### src/rtl/registrador_de_flags_if.sv
// Flag register bus: ALU result/flags and control-unit handshake on one side,
// registered flags and exception capture on the other.
interface registrador_de_flags_if #(
  parameter int DATA_WIDTH  = 32,
  parameter int COUNT_WIDTH = 8
);
  // ALU / detector / control-unit inputs
  logic                   Enable;
  logic [DATA_WIDTH-1:0]  Data;
  logic                   Seletion_Sum_Sub;
  logic                   Overflow;
  logic                   Zero;
  logic                   Clear_Sticky;
  logic                   Exception_Ack;

  // Registered status and exception outputs
  logic                   Zero_Reg;
  logic                   Overflow_Reg;
  logic                   Negative_Reg;
  logic                   Sticky_Overflow;
  logic                   Exception_Req;
  logic [DATA_WIDTH-1:0]  Exception_Data;
  logic                   Exception_Op;
  logic                   Exception_Lost;
  logic [COUNT_WIDTH-1:0] Overflow_Count;

  // Upstream/control side
  modport master (
    output Enable, Data, Seletion_Sum_Sub, Overflow, Zero, Clear_Sticky, Exception_Ack,
    input  Zero_Reg, Overflow_Reg, Negative_Reg, Sticky_Overflow, Exception_Req,
           Exception_Data, Exception_Op, Exception_Lost, Overflow_Count
  );

  // Flag register side
  modport slave (
    input  Enable, Data, Seletion_Sum_Sub, Overflow, Zero, Clear_Sticky, Exception_Ack,
    output Zero_Reg, Overflow_Reg, Negative_Reg, Sticky_Overflow, Exception_Req,
           Exception_Data, Exception_Op, Exception_Lost, Overflow_Count
  );
endinterface

### src/rtl/registrador_de_flags.sv
// Status/flag register with overflow exception capture and a four-phase
// request/acknowledge handshake towards the control unit.
module registrador_de_flags #(
  parameter int DATA_WIDTH  = 32,
  parameter int COUNT_WIDTH = 8
) (
  input  logic                  Clock,
  input  logic                  Reset,
  registrador_de_flags_if.slave bus
);

  typedef enum logic [1:0] {
    IDLE     = 2'd0,
    REQ      = 2'd1,
    WAIT_REL = 2'd2
  } state_e;

  localparam logic [COUNT_WIDTH-1:0] COUNT_MAX = '1;

  state_e                 state_q, state_d;
  logic                   zero_q, zero_d;
  logic                   ovf_q, ovf_d;
  logic                   neg_q, neg_d;
  logic                   sticky_q, sticky_d;
  logic                   lost_q, lost_d;
  logic [COUNT_WIDTH-1:0] count_q, count_d;
  logic [DATA_WIDTH-1:0]  exc_data_q, exc_data_d;
  logic                   exc_op_q, exc_op_d;
  logic                   capture;
  logic                   ovf_event;

  // An overflow only counts when the detector's flags are valid.
  assign ovf_event = bus.Enable & bus.Overflow;

  // Handshake FSM next state; capture only happens when leaving IDLE.
  always_comb begin
    // NOTE: every combinational output gets a default first so no path can
    // leave it unassigned and infer a latch.
    state_d = state_q;
    capture = 1'b0;
    unique case (state_q)
      IDLE: begin
        if (ovf_event) begin
          capture = 1'b1;
          state_d = REQ;
        end
      end
      REQ: begin
        if (bus.Exception_Ack) state_d = WAIT_REL;
      end
      WAIT_REL: begin
        if (!bus.Exception_Ack) state_d = IDLE;
      end
      default: state_d = IDLE;
    endcase
  end

  // Flag, sticky, lost-exception, counter and capture next-state logic.
  always_comb begin
    zero_d     = zero_q;
    ovf_d      = ovf_q;
    neg_d      = neg_q;
    sticky_d   = sticky_q;
    lost_d     = lost_q;
    count_d    = count_q;
    exc_data_d = exc_data_q;
    exc_op_d   = exc_op_q;

    if (bus.Enable) begin
      zero_d = bus.Zero;
      ovf_d  = bus.Overflow;
      neg_d  = bus.Data[DATA_WIDTH-1];
    end

    // Clear first so a coincident overflow wins.
    if (bus.Clear_Sticky) begin
      sticky_d = 1'b0;
      lost_d   = 1'b0;
    end

    if (ovf_event) begin
      sticky_d = 1'b1;
      if (count_q != COUNT_MAX) count_d = count_q + 1'b1;
      // Outstanding exception (REQ or WAIT_REL): this overflow cannot be reported.
      if (state_q != IDLE) lost_d = 1'b1;
    end

    if (capture) begin
      exc_data_d = bus.Data;
      exc_op_d   = bus.Seletion_Sum_Sub;
    end
  end

  // State register; synchronous reset clears every output-visible register.
  always_ff @(posedge Clock) begin
    // NOTE: sequential state uses non-blocking assignments so all registers
    // sample their _d values from the same edge, independent of statement order.
    if (Reset) begin
      // NOTE: the capture registers are reset too, because every output
      // must read 0 after reset, not just the control state.
      state_q    <= IDLE;
      zero_q     <= 1'b0;
      ovf_q      <= 1'b0;
      neg_q      <= 1'b0;
      sticky_q   <= 1'b0;
      lost_q     <= 1'b0;
      count_q    <= '0;
      exc_data_q <= '0;
      exc_op_q   <= 1'b0;
    end else begin
      state_q    <= state_d;
      zero_q     <= zero_d;
      ovf_q      <= ovf_d;
      neg_q      <= neg_d;
      sticky_q   <= sticky_d;
      lost_q     <= lost_d;
      count_q    <= count_d;
      exc_data_q <= exc_data_d;
      exc_op_q   <= exc_op_d;
    end
  end

  assign bus.Zero_Reg        = zero_q;
  assign bus.Overflow_Reg    = ovf_q;
  assign bus.Negative_Reg    = neg_q;
  assign bus.Sticky_Overflow = sticky_q;
  assign bus.Exception_Req   = (state_q == REQ);
  assign bus.Exception_Data  = exc_data_q;
  assign bus.Exception_Op    = exc_op_q;
  assign bus.Exception_Lost  = lost_q;
  assign bus.Overflow_Count  = count_q;

endmodule
### src/flat_wrapper.sv
// flat-port wrapper written by rule: the top's interface ports become plain ports
module registrador_de_flags_flat 
#(
  parameter int DATA_WIDTH  = 32,
  parameter int COUNT_WIDTH = 8
)
  (Clock, Reset, bus_Enable, bus_Data, bus_Seletion_Sum_Sub, bus_Overflow, bus_Zero, bus_Clear_Sticky, bus_Exception_Ack, bus_Zero_Reg, bus_Overflow_Reg, bus_Negative_Reg, bus_Sticky_Overflow, bus_Exception_Req, bus_Exception_Data, bus_Exception_Op, bus_Exception_Lost, bus_Overflow_Count);
  registrador_de_flags_if #(.DATA_WIDTH(DATA_WIDTH), .COUNT_WIDTH(COUNT_WIDTH)) bus_i ();
  input  logic Clock;
  input  logic Reset;
  input wire logic [$bits(bus_i.Enable)-1:0] bus_Enable;
  input wire logic [$bits(bus_i.Data)-1:0] bus_Data;
  input wire logic [$bits(bus_i.Seletion_Sum_Sub)-1:0] bus_Seletion_Sum_Sub;
  input wire logic [$bits(bus_i.Overflow)-1:0] bus_Overflow;
  input wire logic [$bits(bus_i.Zero)-1:0] bus_Zero;
  input wire logic [$bits(bus_i.Clear_Sticky)-1:0] bus_Clear_Sticky;
  input wire logic [$bits(bus_i.Exception_Ack)-1:0] bus_Exception_Ack;
  output wire logic [$bits(bus_i.Zero_Reg)-1:0] bus_Zero_Reg;
  output wire logic [$bits(bus_i.Overflow_Reg)-1:0] bus_Overflow_Reg;
  output wire logic [$bits(bus_i.Negative_Reg)-1:0] bus_Negative_Reg;
  output wire logic [$bits(bus_i.Sticky_Overflow)-1:0] bus_Sticky_Overflow;
  output wire logic [$bits(bus_i.Exception_Req)-1:0] bus_Exception_Req;
  output wire logic [$bits(bus_i.Exception_Data)-1:0] bus_Exception_Data;
  output wire logic [$bits(bus_i.Exception_Op)-1:0] bus_Exception_Op;
  output wire logic [$bits(bus_i.Exception_Lost)-1:0] bus_Exception_Lost;
  output wire logic [$bits(bus_i.Overflow_Count)-1:0] bus_Overflow_Count;
  assign bus_i.Enable = bus_Enable;
  assign bus_i.Data = bus_Data;
  assign bus_i.Seletion_Sum_Sub = bus_Seletion_Sum_Sub;
  assign bus_i.Overflow = bus_Overflow;
  assign bus_i.Zero = bus_Zero;
  assign bus_i.Clear_Sticky = bus_Clear_Sticky;
  assign bus_i.Exception_Ack = bus_Exception_Ack;
  assign bus_Zero_Reg = bus_i.Zero_Reg;
  assign bus_Overflow_Reg = bus_i.Overflow_Reg;
  assign bus_Negative_Reg = bus_i.Negative_Reg;
  assign bus_Sticky_Overflow = bus_i.Sticky_Overflow;
  assign bus_Exception_Req = bus_i.Exception_Req;
  assign bus_Exception_Data = bus_i.Exception_Data;
  assign bus_Exception_Op = bus_i.Exception_Op;
  assign bus_Exception_Lost = bus_i.Exception_Lost;
  assign bus_Overflow_Count = bus_i.Overflow_Count;
  registrador_de_flags #(.DATA_WIDTH(DATA_WIDTH), .COUNT_WIDTH(COUNT_WIDTH)) u_core (.Clock(Clock), .Reset(Reset), .bus(bus_i));
endmodule
### config.mk
export PLATFORM = sky130hd
export DESIGN_NAME = registrador_de_flags_flat
export DESIGN_NICKNAME = d
export VERILOG_FILES = /design/src/rtl/registrador_de_flags_if.sv /design/src/rtl/registrador_de_flags.sv /design/src/flat_wrapper.sv
export SDC_FILE = /design/constraint.sdc
export NUM_CORES = 1
export LEC_CHECK = 0
export ABC_CLOCK_PERIOD_IN_PS = 1800
export BUFFER_PORTS_ARGS = -buffer_cell sky130_fd_sc_hd__buf_2
export CORE_ASPECT_RATIO = 0.7
export CORE_MARGIN = 5
export CORE_UTILIZATION = 45
export DETAILED_ROUTE_END_ITERATION = 6
export PLACE_DENSITY = 0.81
export SYNTH_ARGS = -nofsm -noshare
export SYNTH_HDL_FRONTEND = slang
export SYNTH_SLANG_ARGS = --single-unit
### constraint.sdc
create_clock -name Clock -period 1.8 [get_ports Clock]
set_clock_uncertainty 0.15 [all_clocks]
set_input_delay 0.36 -clock Clock [delete_from_list [all_inputs] [get_ports Clock]]
set_output_delay 0.36 -clock Clock [all_outputs]
set_load 0.02 [all_outputs]
# After elaboration in Yosys (flattened, before gate mapping)
# Index checks and enable logic that the tools add are counted.
totals:
  reg_bits: 48
  in_bits: 40
  out_inout_bits: 47
  elab_cells: 33
op_classes:
  n_addsub: 1
  n_eq_ne: 6
  n_mux: 11
  bitwise_logic: 1
  n_reduce_logical: 5
ops:
  columns: ["cell", "count"]
  rows:
  - ["8-bit by 1-bit adder with 8-bit output (second input constant)", 1]
  - ["8-bit inequality test (second input constant)", 1]
  - ["1-bit two-way mux", 7]
  - ["2-bit two-way mux", 3]
  - ["2-bit case mux with 3 select lines", 1]
  - ["2-bit inequality test (second input constant)", 2]
  - ["2-bit nonzero test", 2]
  - ["3-bit AND reduction", 1]
  - ["2-bit by 1-bit == test with 1-bit output (second input constant)", 1]
  - ["2-bit == test (second input constant)", 1]
  - ["2-bit zero test", 1]
  - ["2-bit by 1-bit inequality test with 1-bit output (second input constant)", 1]
  - ["2-bit AND reduction", 1]
  - ["1-bit AND", 1]

# Depth between registers and ports, before layout
logic_depth:
  word_depth: 3
  depth_mapped: 6
  mapped_depth_nobuf: 4

# Least setup slack after synthesis
# Ideal clock, no wire load.
synth_path:
  kind: "flip-flop to flip-flop"
  from: "register u_core.count_q[0] (netlist: u_core.bus.Overflow_Count[0])"
  to: "register u_core.count_q[0] (netlist: u_core.bus.Overflow_Count[0])"
  t_arrival_ns: 1.458
  t_required_ns: 1.529
  slack_ns: 0.071
  path_stages_with_launch: 6
  cell_sequence: "dfxtp_1 -> ha_1 -> and4_1 -> buf_4 -> a21oi_2 -> mux2_4"
synth_via:
  elab_chain_cells: 2
  word_cells_on_any_way: 3
synth_rtl:
  columns: ["item", "line_no", "text"]
  rows:
  - ["from (decl)", "registrador_de_flags.sv:26", "logic [COUNT_WIDTH-1:0] count_q, count_d;"]
  - ["from (signal assigned)", "registrador_de_flags.sv:117", "count_q <= count_d;"]
  - ["branches (longest 2 deep; another with 8-bit by 1-bit adder with 8-bit output)", null, null]
# Parallel ways; which one is timed is not known.
# A chain may end at the register's enable or synchronous reset.

# Final worst setup path
# Ends and elaborated chain as after synthesis.

==> metrics.md <==
| Metric | Value |
|---|---|
| Hold Vio Cnt, Final | `0` |
| Synth Area per Inst | `8.56 sq um` |
| DR DRC count | `0` |
| Crit. End Element | `register` |
| WHS Path Cells | `3` |
| Uppermost routed layer | `met3` |
| Worst Path Arrival | `1.72 ns` |
| Layout Nets | `341` |
| CTS tree | `built` |
| Final min period | `1.70 ns` |
| Fill count | `380` |
| Pre-Repair DR Iteration Count | `4` |
| Die area | `0.00551 sq mm` |
| CP required | `1.83 ns` |
| DRT Wirelength | `4.37 mm` |
| Min-Delay Path Class | `primary input to register` |
| Pwr Density | `857 mW/mm^2` |
| Final setup violation count | `0` |
| DPL Wire Length | `3.25 mm` |
| Setup repair bufs after CTS | `0` |
| Pins over their slew limit | `0` |
| Metal-1 WL | `1.89 mm` |
| Status | `completed` |
| Net count after synthesis | `257` |
| CORE AREA | `0.00395 sq mm` |
| Most frequent cells in the layout | `86 x buf_2, 68 x nand2_1, 48 x dfxtp_1` |
| Initial core utilization | `46.9%` |
| Die W | `86.6 microns` |
| Via-to-Cell Ratio | `4.83` |
| Total track usage | `16.3%` |
| IO buf count | `86` |
| First-pass GRT wire length | `7.38 mm` |
| Commonest non-fill, non-tap cell in the layout | `buf_2` |
| H-tree depth | `2` |
| CTS Buf Count | `5` |
| Metal3 WL | `423 microns` |
| Vias in the first global route | `1683` |
| Combinational Power Share | `13.6%` |
| Mapped Cells | `216` |
| Via count | `1705` |
| Period utilization | `94.4%` |
| Lkg Pwr | `0.00108 uW` |
| Hold-fix buffers, CTS | `0` |
| Worst skew pair latency | `0.28 ns` |
| Clock transition at path regs | `0.08 ns` |
| Ant. Diodes | `0` |
| Worst rel slew slack | `79.9%` |
| Final Util | `60.5%` |
| Placed Cells | `345` |
| Rows | `19` |
| Cell variety after synth | `31` |
| Slew @ Worst Pin | `0.301 ns` |
| Setup CP Type | `register to register` |
| # IOs | `87` |
| Crit path max fanout | `6` |
| DR iter-0 viols | `29` |
| Clock tree sinks | `48` |
| Synthesized cell area | `0.00185 sq mm` |
| Root Driver | `clkbuf_8` |
| Total power | `2050 uW` |
| Flops & latches, synth | `48` |
| Avg WL per Cell | `12.4 microns` |
| DP Worst Slack | `0.126 ns` |
| Finished Layout Cells | `353` |
| Sw Pwr | `517 uW` |
| Worst IR Drop VDD | `0.000601 V` |
| Max Cap Viol | `0` |
| Gp weighted congestion | `0.800` |
| Pint | `1530 uW` |
| Area growth syn-to-layout | `29.1%` |
| Critical path launch point type | `register` |
| Overflow after GRT | `0` |
| Max Freq | `0.589 GHz` |
| RSZ-0062 raised after global routing | `no` |
| FF+latch area | `961 sq um` |
| Largest net degree at the start of global routing | `29` |
| Routed Antenna Nets | `0` |
| Register area share after synthesis | `52.0%` |
| Clock power share | `31.1%` |
| Path depth of the worst reg2reg path | `4` |
| Clock tree buffer depth | `2` |
| Initial antenna violation count | `0` |
| Switching share of power | `25.3%` |
| Wire length on met2 | `2.05 mm` |
| Layout cells sized above 1 | `34.6%` |
| Footprint of the multi-input gates | `792 sq um` |
| YS warnings | `0` |
| Post-CTS sizing | `0` |
| Setup TNS | `0 ns` |
| Register share of total power | `55.3%` |
| Final worst slack | `0.101 ns` |
| Die Span Y | `63.6 microns` |
## routing by layer
layer	up-vias	track usage, %
met5	-	0
met4	0	2.33
met3	0	6.64
met2	58	28.2
met1	754	19.3
li1	893	-
## worst max-delay path: stages (launching register included)
cell and delay [ns]:
dfxtp_1 0.36, ha_1 0.26, and4_1 0.29, a21oi_2 0.23
mux2_4 0.31
## power groups by stage
stage	Combinational (uW)	Sequential [uW]	Clock (uW)
after floorplan	119	1210	0
after global placement	278	1150	0
after detailed placement	282	1160	0
after CTS	283	1130	662
after global routing	309	1140	720
final	278	1130	637
## flip-flops by register name (all words and copies together) (netlist names)
register	flops
u_core.bus.Exception_Data	32
u_core.bus.Overflow_Count	8
u_core.state_q	2
u_core.bus.Exception_Lost	1
u_core.bus.Exception_Op	1
u_core.bus.Negative_Reg	1
u_core.bus.Overflow_Reg	1
u_core.bus.Sticky_Overflow	1
u_core.bus.Zero_Reg	1
## path summary, 6_finish.rpt
| path | start | endpoint | slack (ns) |
|---|---|---|---|
| worst max-delay path | u_core.bus.Overflow_Count[0]$_SDFFE_PP0P_ | u_core.bus.Overflow_Count[0]$_SDFFE_PP0P_ | 0.10 |
| worst min register to register | u_core.bus.Exception_Data[12]$_SDFFE_PP0P_ | u_core.bus.Exception_Data[12]$_SDFFE_PP0P_ | 0.30 |
| worst max register to register | u_core.bus.Overflow_Count[0]$_SDFFE_PP0P_ | u_core.bus.Overflow_Count[0]$_SDFFE_PP0P_ | 0.10 |
| worst min-delay path | bus_Data[29] | u_core.bus.Exception_Data[29]$_SDFFE_PP0P_ | 0.15 |
## cell families after synthesis
kind of cell | after synthesis | synth area share, %
simple gates | 96 | 23.7
compound gates | 51 | 15.6
flops | 48 | 52.0
buf+inv | 15 | 5.21
mux | 4 | 2.44
xor+xnor | 1 | 0.474
fa+ha+maj | 1 | 0.676
## stage by stage
step	area [sq um]	hold slack, ns
after CTS	2390	0.143
after floorplan	1850	0.346
after detailed placement	2290	0.295
after global routing	2390	0.135
after global placement	2290	0.288
final	2390	0.153
## cells in the mapped netlist (all sizes together)
| master | instances | area [sq um] |
|---|---|---|
| and4 | 3 | 26.3 |
| clkbuf | 2 | 7.51 |
| a21oi | 43 | 226 |
| xnor2 | 1 | 8.76 |
| ha | 1 | 12.5 |
| a311oi | 1 | 8.76 |
| mux2i | 3 | 30.0 |
| and4bb | 1 | 12.5 |
| nand4bb | 1 | 11.3 |
| dfxtp | 48 | 961 |
| and3 | 2 | 13.8 |
| nor2b | 3 | 18.8 |
| a31oi | 1 | 6.26 |
| nand2b | 6 | 37.5 |
| a211oi | 4 | 30.0 |
| nand3 | 1 | 5.00 |
| nand4 | 2 | 12.5 |
| nor2 | 3 | 11.3 |
| nor3 | 4 | 20.0 |
| nor3b | 1 | 7.51 |
| nand2 | 68 | 255 |
| buf | 13 | 88.8 |
| mux2 | 1 | 15.0 |
| o211ai | 1 | 7.51 |
| a41oi | 1 | 8.76 |
| nor4 | 1 | 6.26 |
## final cells by class
type | count | share of cell area (%)
clock buffers | 7 | 3.62
clock inverters | 1 | 0.314
multi-input cells | 153 | 33.2
flip-flops and latches | 48 | 40.3
well taps | 52 | 2.73
repair buffers | 92 | 19.9
No activity file was read; power rests on OpenSTA's default activity.
